<file path="config.mk">
export PLATFORM = sky130hd
export DESIGN_NAME = dm_lsu
export DESIGN_NICKNAME = d
export VERILOG_FILES = /design/src/rtl/lsu_pkg.sv /design/src/rtl/lsu_align.sv /design/src/rtl/dm_lsu.sv
export SDC_FILE = /design/constraint.sdc
export NUM_CORES = 1
export LEC_CHECK = 0
export BUFFER_PORTS_ARGS = -buffer_cell sky130_fd_sc_hd__clkbuf_2
export CAP_MARGIN = 25
export CORE_ASPECT_RATIO = 0.7
export CORE_UTILIZATION = 43
export CTS_CLUSTER_SIZE = 30
export DETAILED_ROUTE_END_ITERATION = 8
export PLACE_DENSITY = 0.88
export REMOVE_ABC_BUFFERS = 1
export SYNTH_ARGS = -nofsm -noshare
export SYNTH_HDL_FRONTEND = slang
export SYNTH_SLANG_ARGS = --single-unit
</file>
<file path="constraint.sdc">
create_clock -name clk -period 3.09 [get_ports clk]
set_clock_uncertainty 0.2 [all_clocks]
set_input_delay 0.1545 -clock clk [delete_from_list [all_inputs] [get_ports clk]]
set_output_delay 0.1545 -clock clk [all_outputs]
set_load 0.01 [all_outputs]
</file>
<file path="src/rtl/lsu_pkg.sv">
// Shared types and constants for the data-memory load/store unit.
package lsu_pkg;
  localparam int LANES  = 4;
  localparam int BYTE_W = 8;

  typedef enum logic [1:0] {SZ_B = 2'd0, SZ_H = 2'd1, SZ_W = 2'd2, SZ_X = 2'd3} size_e;
  typedef enum logic [1:0] {IDLE = 2'd0, RD_WAIT = 2'd1, RESP = 2'd2} state_e;

  // Illegal size or an address not aligned to the access size.
  function automatic logic misaligned(input size_e size, input logic [1:0] lo);
    logic bad;
    case (size)
      SZ_B:    bad = 1'b0;
      SZ_H:    bad = lo[0];
      SZ_W:    bad = (lo != 2'b00);
      default: bad = 1'b1;
    endcase
    return bad;
  endfunction
endpackage

</file>
<file path="src/rtl/lsu_align.sv">
// Combinational byte-lane logic: store replication/bweb, misalignment check,
// and load lane select with sign/zero extension.
module lsu_align
  import lsu_pkg::*;
(
  input  size_e       st_size,
  input  logic [1:0]  st_lo,
  input  logic [31:0] st_wdata,
  output logic        st_err,
  output logic [31:0] st_di,
  output logic [31:0] st_bweb,
  input  size_e       ld_size,
  input  logic [1:0]  ld_lo,
  input  logic        ld_unsigned,
  input  logic [31:0] ld_do,
  output logic [31:0] ld_data
);
  logic [31:0] byte_sh;
  logic [31:0] half_sh;
  logic        ld_sign;

  assign st_err = misaligned(st_size, st_lo);

  // Store data replication and active-low lane mask.
  always_comb begin
    st_di   = 32'h0000_0000;
    st_bweb = 32'hFFFF_FFFF;
    case (st_size)
      SZ_B: begin
        st_di   = {LANES{st_wdata[BYTE_W-1:0]}};
        st_bweb = ~(32'h0000_00FF << {st_lo, 3'b000});
      end
      SZ_H: begin
        st_di   = {2{st_wdata[15:0]}};
        st_bweb = ~(32'h0000_FFFF << {st_lo[1], 4'b0000});
      end
      SZ_W: begin
        st_di   = st_wdata;
        st_bweb = 32'h0000_0000;
      end
      default: begin
        st_di   = 32'h0000_0000;
        st_bweb = 32'hFFFF_FFFF;
      end
    endcase
  end

  assign byte_sh = ld_do >> {ld_lo, 3'b000};
  assign half_sh = ld_do >> {ld_lo[1], 4'b0000};

  // Load field select and extension.
  always_comb begin
    ld_sign = 1'b0;
    ld_data = 32'h0000_0000;
    case (ld_size)
      SZ_B: begin
        ld_sign = byte_sh[7] & ~ld_unsigned;
        ld_data = {{24{ld_sign}}, byte_sh[7:0]};
      end
      SZ_H: begin
        ld_sign = half_sh[15] & ~ld_unsigned;
        ld_data = {{16{ld_sign}}, half_sh[15:0]};
      end
      SZ_W: begin
        ld_sign = 1'b0;
        ld_data = ld_do;
      end
      default: begin
        ld_sign = 1'b0;
        ld_data = 32'h0000_0000;
      end
    endcase
  end
endmodule

</file>
<file path="src/rtl/dm_lsu.sv">
// Load/store unit between the CPU and the data SRAM: request FSM, SRAM
// port drive in the accept cycle, and registered single-pulse response.
module dm_lsu
  import lsu_pkg::*;
#(
  parameter int ADDR_W = 16,
  parameter int DATA_W = 32
) (
  input  logic              clk,
  input  logic              rst,
  input  logic              req_valid,
  output logic              req_ready,
  input  logic              req_we,
  input  logic [1:0]        req_size,
  input  logic              req_unsigned,
  input  logic [ADDR_W-1:0] req_addr,
  input  logic [DATA_W-1:0] req_wdata,
  output logic              rsp_valid,
  output logic [DATA_W-1:0] rsp_rdata,
  output logic              rsp_err,
  output logic              sram_ceb,
  output logic              sram_web,
  output logic [DATA_W-1:0] sram_bweb,
  output logic [ADDR_W-3:0] sram_a,
  output logic [DATA_W-1:0] sram_di,
  input  logic [DATA_W-1:0] sram_do
);
  state_e      state;
  size_e       ld_size_r;
  logic [1:0]  ld_lo_r;
  logic        ld_unsigned_r;
  logic        err_s;
  logic        accept_s;
  logic        mem_go_s;
  logic [31:0] st_di_s;
  logic [31:0] st_bweb_s;
  logic [31:0] ld_data_s;

  lsu_align u_align (
    .st_size     (size_e'(req_size)),
    .st_lo       (req_addr[1:0]),
    .st_wdata    (req_wdata),
    .st_err      (err_s),
    .st_di       (st_di_s),
    .st_bweb     (st_bweb_s),
    .ld_size     (ld_size_r),
    .ld_lo       (ld_lo_r),
    .ld_unsigned (ld_unsigned_r),
    .ld_do       (sram_do),
    .ld_data     (ld_data_s)
  );

  assign req_ready = (state == IDLE);
  assign accept_s  = req_ready & req_valid;
  assign mem_go_s  = accept_s & ~err_s;
  assign sram_a    = req_addr[ADDR_W-1:2];

  // SRAM strobes exist only in an error-free accept cycle.
  always_comb begin
    sram_ceb  = 1'b1;
    sram_web  = 1'b1;
    sram_bweb = 32'hFFFF_FFFF;
    sram_di   = 32'h0000_0000;
    if (mem_go_s) begin
      sram_ceb = 1'b0;
      sram_web = ~req_we;
      if (req_we) begin
        sram_bweb = st_bweb_s;
        sram_di   = st_di_s;
      end else begin
        sram_bweb = 32'hFFFF_FFFF;
        sram_di   = 32'h0000_0000;
      end
    end else begin
      sram_ceb  = 1'b1;
      sram_web  = 1'b1;
      sram_bweb = 32'hFFFF_FFFF;
      sram_di   = 32'h0000_0000;
    end
  end

  // Request FSM with registered response outputs.
  always_ff @(posedge clk or posedge rst) begin
    if (rst) begin
      state         <= IDLE;
      rsp_valid     <= 1'b0;
      rsp_err       <= 1'b0;
      rsp_rdata     <= 32'h0000_0000;
      ld_size_r     <= SZ_B;
      ld_lo_r       <= 2'b00;
      ld_unsigned_r <= 1'b0;
    end else begin
      case (state)
        IDLE: begin
          if (req_valid) begin
            ld_size_r     <= size_e'(req_size);
            ld_lo_r       <= req_addr[1:0];
            ld_unsigned_r <= req_unsigned;
            if (err_s || req_we) begin
              state     <= RESP;
              rsp_valid <= 1'b1;
              rsp_err   <= err_s;
              rsp_rdata <= 32'h0000_0000;
            end else begin
              state <= RD_WAIT;
            end
          end else begin
            state <= IDLE;
          end
        end
        RD_WAIT: begin
          state     <= RESP;
          rsp_valid <= 1'b1;
          rsp_err   <= 1'b0;
          rsp_rdata <= ld_data_s;
        end
        RESP: begin
          state     <= IDLE;
          rsp_valid <= 1'b0;
          rsp_err   <= 1'b0;
          rsp_rdata <= 32'h0000_0000;
        end
        default: begin
          state     <= IDLE;
          rsp_valid <= 1'b0;
          rsp_err   <= 1'b0;
          rsp_rdata <= 32'h0000_0000;
        end
      endcase
    end
  end
endmodule

</file>
Yosys cells after proc, flatten, opt, wreduce, memory -nomap -nowiden
Index checks and enable logic that the tools add are counted.
- memories: 0
- flip-flop bits (word level): 41
- bits in read-only memories: 0
- RAM bits: 0
- word-level logic and storage cells: 56
- output and inout port bits: 115
- input port bits: 87
- bits in latches: 0
- bitwise gates (word level): 9
- equal/unequal tests: 7
- add/sub/neg operators: 0
- reductions and logical operators: 7
- $lt $le $gt $ge: 0
- shift-type cells: 4
- $mul: 0
- div/mod/pow operators: 0
- muxes and demuxes: 22
- operator list (cell ; count):
    $pmux 32 s3 ; 3
    $mux 32 ; 6
    $not 32->32 ; 2
    $pmux 32 s2 ; 1
    $shl 16x5->32 const A ; 1
    $shl 8x5->32 const A ; 1
    $shr 32x5->16 ; 1
    $shr 32x5->8 ; 1
    $mux 1 ; 7
    $eq 2x1->1 const B ; 3
    $logic_not 2->1 ; 3
    $and 1x1->1 ; 4
    $eq 2x2->1 const B ; 2
    $mux 2 ; 2
    $pmux 2 s2 ; 1
    $reduce_and 2->1 ; 2
    $not 1->1 ; 3
    $pmux 1 s3 ; 1
    $ne 2x1->1 const B ; 1
    $ne 2x2->1 const B ; 1
    $pmux 1 s2 ; 1
    $reduce_bool 2->1 ; 1
    $logic_or 1x1->1 ; 1

Depth between registers and ports, before layout
- depth in word-level cells: 6
- mapped depth: 7
- gate-level depth less buffers: 5

Cells and area by module
From an unflattened synthesis, not the netlist that was laid out.
- cells, all modules: 421
- area total of the unflattened synthesis: 3597.2 um^2
- modules (own cells, without submodules) (module ; cells an instance ; instances ; seq. area each (um^2) ; area an instance (um^2)):
    dm_lsu ; 194 ; 1 ; 1026.0 ; 2108.3
    lsu_align ; 227 ; 1 ; 0.0 ; 1488.9

Least setup slack after synthesis
OpenSTA, ideal clock, no wires.
- path kind: flip-flop to output port
- start point: register state[0]
- end point: output port sram_bweb[10]
- buffers on the path: 3
- required time: 2.735 ns
- data arrival time: 1.742 ns
- setup slack: 0.993 ns
- stages on the path, launching flop included: 8
- cell sequence: dfrtp_1 > nor2_1 > and2_1 > buf_2 > and3_1 > buf_2 > o21ai_1 > buf_4
- longest elaborated chain between the ends: 4
- ends and longest elaborated chain (item ; line ; source):
    start, declared ; dm_lsu.sv:28 ; state_e state;
    start signal, assigned ; dm_lsu.sv:85 ; state <= IDLE;
    start signal, assigned ; dm_lsu.sv:100 ; state <= RESP;
    start signal, assigned ; dm_lsu.sv:105 ; state <= RD_WAIT;
    $logic_not 2->1 ; dm_lsu.sv:53 ; assign req_ready = (state == IDLE);
    named net req_ready ; dm_lsu.sv:12 ; output logic req_ready,
    $and 1x1->1 ; dm_lsu.sv:54 ; assign accept_s = req_ready & req_valid;
    $and 1x1->1 ; dm_lsu.sv:55 ; assign mem_go_s = accept_s & ~err_s;
    $mux 32 ; dm_lsu.sv:64 ; if (mem_go_s) begin
    end, declared ; dm_lsu.sv:23 ; output logic [DATA_W-1:0] sram_bweb,
The timed path passes the listed nets, and every way through them passes these cells.

Worst setup path after layout
- start point: register state[0]
- end point: output port sram_di[11]
- longest elaborated chain between the ends: 4
- ends and longest elaborated chain (item ; line ; source):
    $logic_not 2->1 ; dm_lsu.sv:53 ;
    $and 1x1->1 ; dm_lsu.sv:54 ;
    $and 1x1->1 ; dm_lsu.sv:55 ;
    $mux 32 ; dm_lsu.sv:64 ;
    end, declared ; dm_lsu.sv:25 ; output logic [DATA_W-1:0] sram_di,
Every way passes these cells.

==> results.cfg <==
[cts]
path_clk_slew_ns = 0.08
cts_setup_buffers = 0
cts_buffer_depth = 2
root_buffer = clkbuf_8
cts_max_level = 2
clk_latency_ns = 0.29
numCtsBuffers = 5
cts_tree = built
cts_sinks = 41

[setup_path]
crit_required_ns = 2.74
end_kind = output port
r2r-end = rsp_rdata[26]
arrival_ns = 2.38
r2r_slack_ns = 1.01
r2r_start = ld_size_r[1]
reg2regPathDepth = 4
path_max_fanout = 25
crit_type = register to output port
cp-start-kind = register

[detailed_routing]
finalWirelength_um = 9570
drc = 0
vias = 3216
routed_via_density = 5.57
postRouteAntennaNets = 0
wire_per_inst_um = 16.6
drt-pass1-iter-count = 5
drtIter0Drc = 277

[final_layout]
fin_area_um2 = 3880
nets = 569
synthToLayoutAreaGrowth_pct = 24.4
diodes = 0
fin_util = 0.563
drive_gt1_frac = 0.431
fillerInstances = 610

[global_routing]
antenna_found_initial = 0
grt_max_degree = 33
grt_usage = 0.245
grt-ovfl-total = 0
grt_pass1_vias = 2784
grt_pass1_wl_um = 14700

[power_and_ir_drop]
peakVddDrop_uv = 181
p_leak_nw = 2.05
power_density_nw_per_um2 = 386

[synthesis]
syn_inst = 358
ys_seq_area_frac = 0.329
synth_area_um2 = 3120
syn_avg_cell_area_um2 = 8.71
synth_top_cell_by_area = dfrtp_1
ys_ff_latch = 41
synth_edf_count = 0
ys_warn_count = 0
synthTopCellsByArea = dfrtp_1 33%, buf_4 11%, a31oi_1 4.6%, a21oi_1 4.3%, nand2_1 4.3%
synthDominantCellAreaShare = 0.329
yosysUniqueCellTypes = 42
ys.flop_type = dfrtp_1
async_reset_ff_frac = 1.00

[timing]
tns_ns = 0
max_freq_ghz = 0.365
hold_viol = 0
maxSlewHeadroom = 0.417
fin_crit_sh = 0.885
grt_setup_unrepaired = no
finalCriticalPeriod_ns = 2.74
slew_violations = 0
tightest_slew_ns = 0.873
setup_viol = 0

[floorplanning]
core-area_um2 = 6880
start_util = 0.453
ioPinCount = 202
die-area_um2 = 7600
num_rows = 25
die_h_um = 73.2
fp.dieW_um = 104

[worst_hold_path]
hold_depth = 3
hp-class = primary input to register
hold_path_end = rsp_rdata[11]
hp-start = sram_do[11]

[placed_design]
placed_area_um2 = 3670
place.port_buffers = 173
gp_congestion = 0.835
hpwl_um = 7430

[status]
status = complete, no violations

[job]
maxCapViolCount = 0
[logic make-up (layout without fill, tap and decap cells)]
kind of cell,Yosys count,after routing,synth area share
flip-flops,41,41,0.329
multiplexers,23,23,0.0831
AO/OA/AOI/OAI,101,101,0.240
AND/OR/NAND/NOR,114,114,0.190
buffers and inverters,79,204,0.158
[worst max-delay path by stage]
| stage | end | slack (ns) | from |
|---|---|---|---|
| after CTS | sram_di[11] | 0.40 | state[0] |
| after floorplan | rsp_rdata[0] | 0.67 | ld_size_r[1] |
| after global routing | sram_di[28] | 0.21 | state[1] |
| after detailed placement | sram_di[11] | 0.74 | state[0] |
| after global placement | sram_di[27] | 0.92 | state[1] |
| final | sram_di[11] | 0.35 | state[0] |
[cell usage after synthesis, types with 9 or more instances]
| library cell | instances |
|---|---|
| buf_4 | 44 |
| dfrtp_1 | 41 |
| nand2_1 | 36 |
| a21oi_1 | 27 |
| a31oi_1 | 23 |
| nor2_1 | 17 |
| a21o_1 | 16 |
| clkbuf_1 | 15 |
| nand3_1 | 14 |
| buf_2 | 13 |
| nor2b_1 | 12 |
| and2_1 | 9 |
| mux2i_1 | 9 |
| o2bb2ai_1 | 9 |
[power breakdown]
| part | internal (mW) | switching [mW] |
|---|---|---|
| sequential | 0.576 | 0.0452 |
| clock | 0.157 | 0.179 |
| combinational | 0.230 | 0.308 |
| total | 0.962 | 0.533 |
[through the flow]
| stage | power [mW] | setup slack (ns) | cells | hold WS [ns] |
|---|---|---|---|---|
| after floorplan | 0.944 | 0.670 | 284 | 0.0209 |
| after global placement | 1.13 | 0.920 | 557 | 0.0806 |
| after detailed placement | 1.15 | 0.740 | 557 | 0.0948 |
| after CTS | 1.49 | 0.403 | 577 | 0.00487 |
| after global routing | 1.59 | 0.212 | 577 | 0.0156 |
| final | 1.50 | 0.354 | 577 | 0.00668 |
[state kept, by name (all words and copies together), names as in the netlist]
register       cells
rsp_valid          1
rsp_rdata         32
ld_lo_r            2
ld_unsigned_r      1
state              2
rsp_err            1
ld_size_r          2
[layer usage]
layer  global-route usage  wire (um)
met5                    0          0
met4               0.0619        163
met3               0.0857        943
met2                0.368       4350
met1                0.339       4110
[final cells by class]
cell class	count	area, um2	share of cell area
clock buffers	6	72.6	0.0187
clock inverters	2	10.0	0.00258
inverters	5	18.8	0.00484
multi-input cells	238	1600	0.413
flip-flops and latches	41	1030	0.265
well taps	94	118	0.0303
repair buffers	191	1030	0.266
[cells in the final DEF, fill, tap and decap left out, types with 9 or more instances in the layout]
cell	Yosys	layout
dlygate4sd3_1	0	12
nand2_1	36	36
o2bb2ai_1	9	9
a31oi_1	23	23
clkbuf_2	0	173
nand3_1	14	14
mux2i_1	9	9
and2_1	9	9
nor2_1	17	17
a21o_1	16	16
a21oi_1	27	27
nor2b_1	12	11
dfrtp_1	41	41
[worst max-delay path: stages, from the launching register on]
cell and delay (ns):
dfrtp_1 0.44, nor2_1 0.14, and2_1 0.33, and3_1 0.50, inv_2 0.29, a21oi_1 0.21
clkbuf_2 0.16
[what timing repair did]
action                    CTS  global route
hold buffers               12             0
resized for setup           0             0
hold endpoints to repair   30             0
Note: power is estimated with default switching activity, not from simulation.
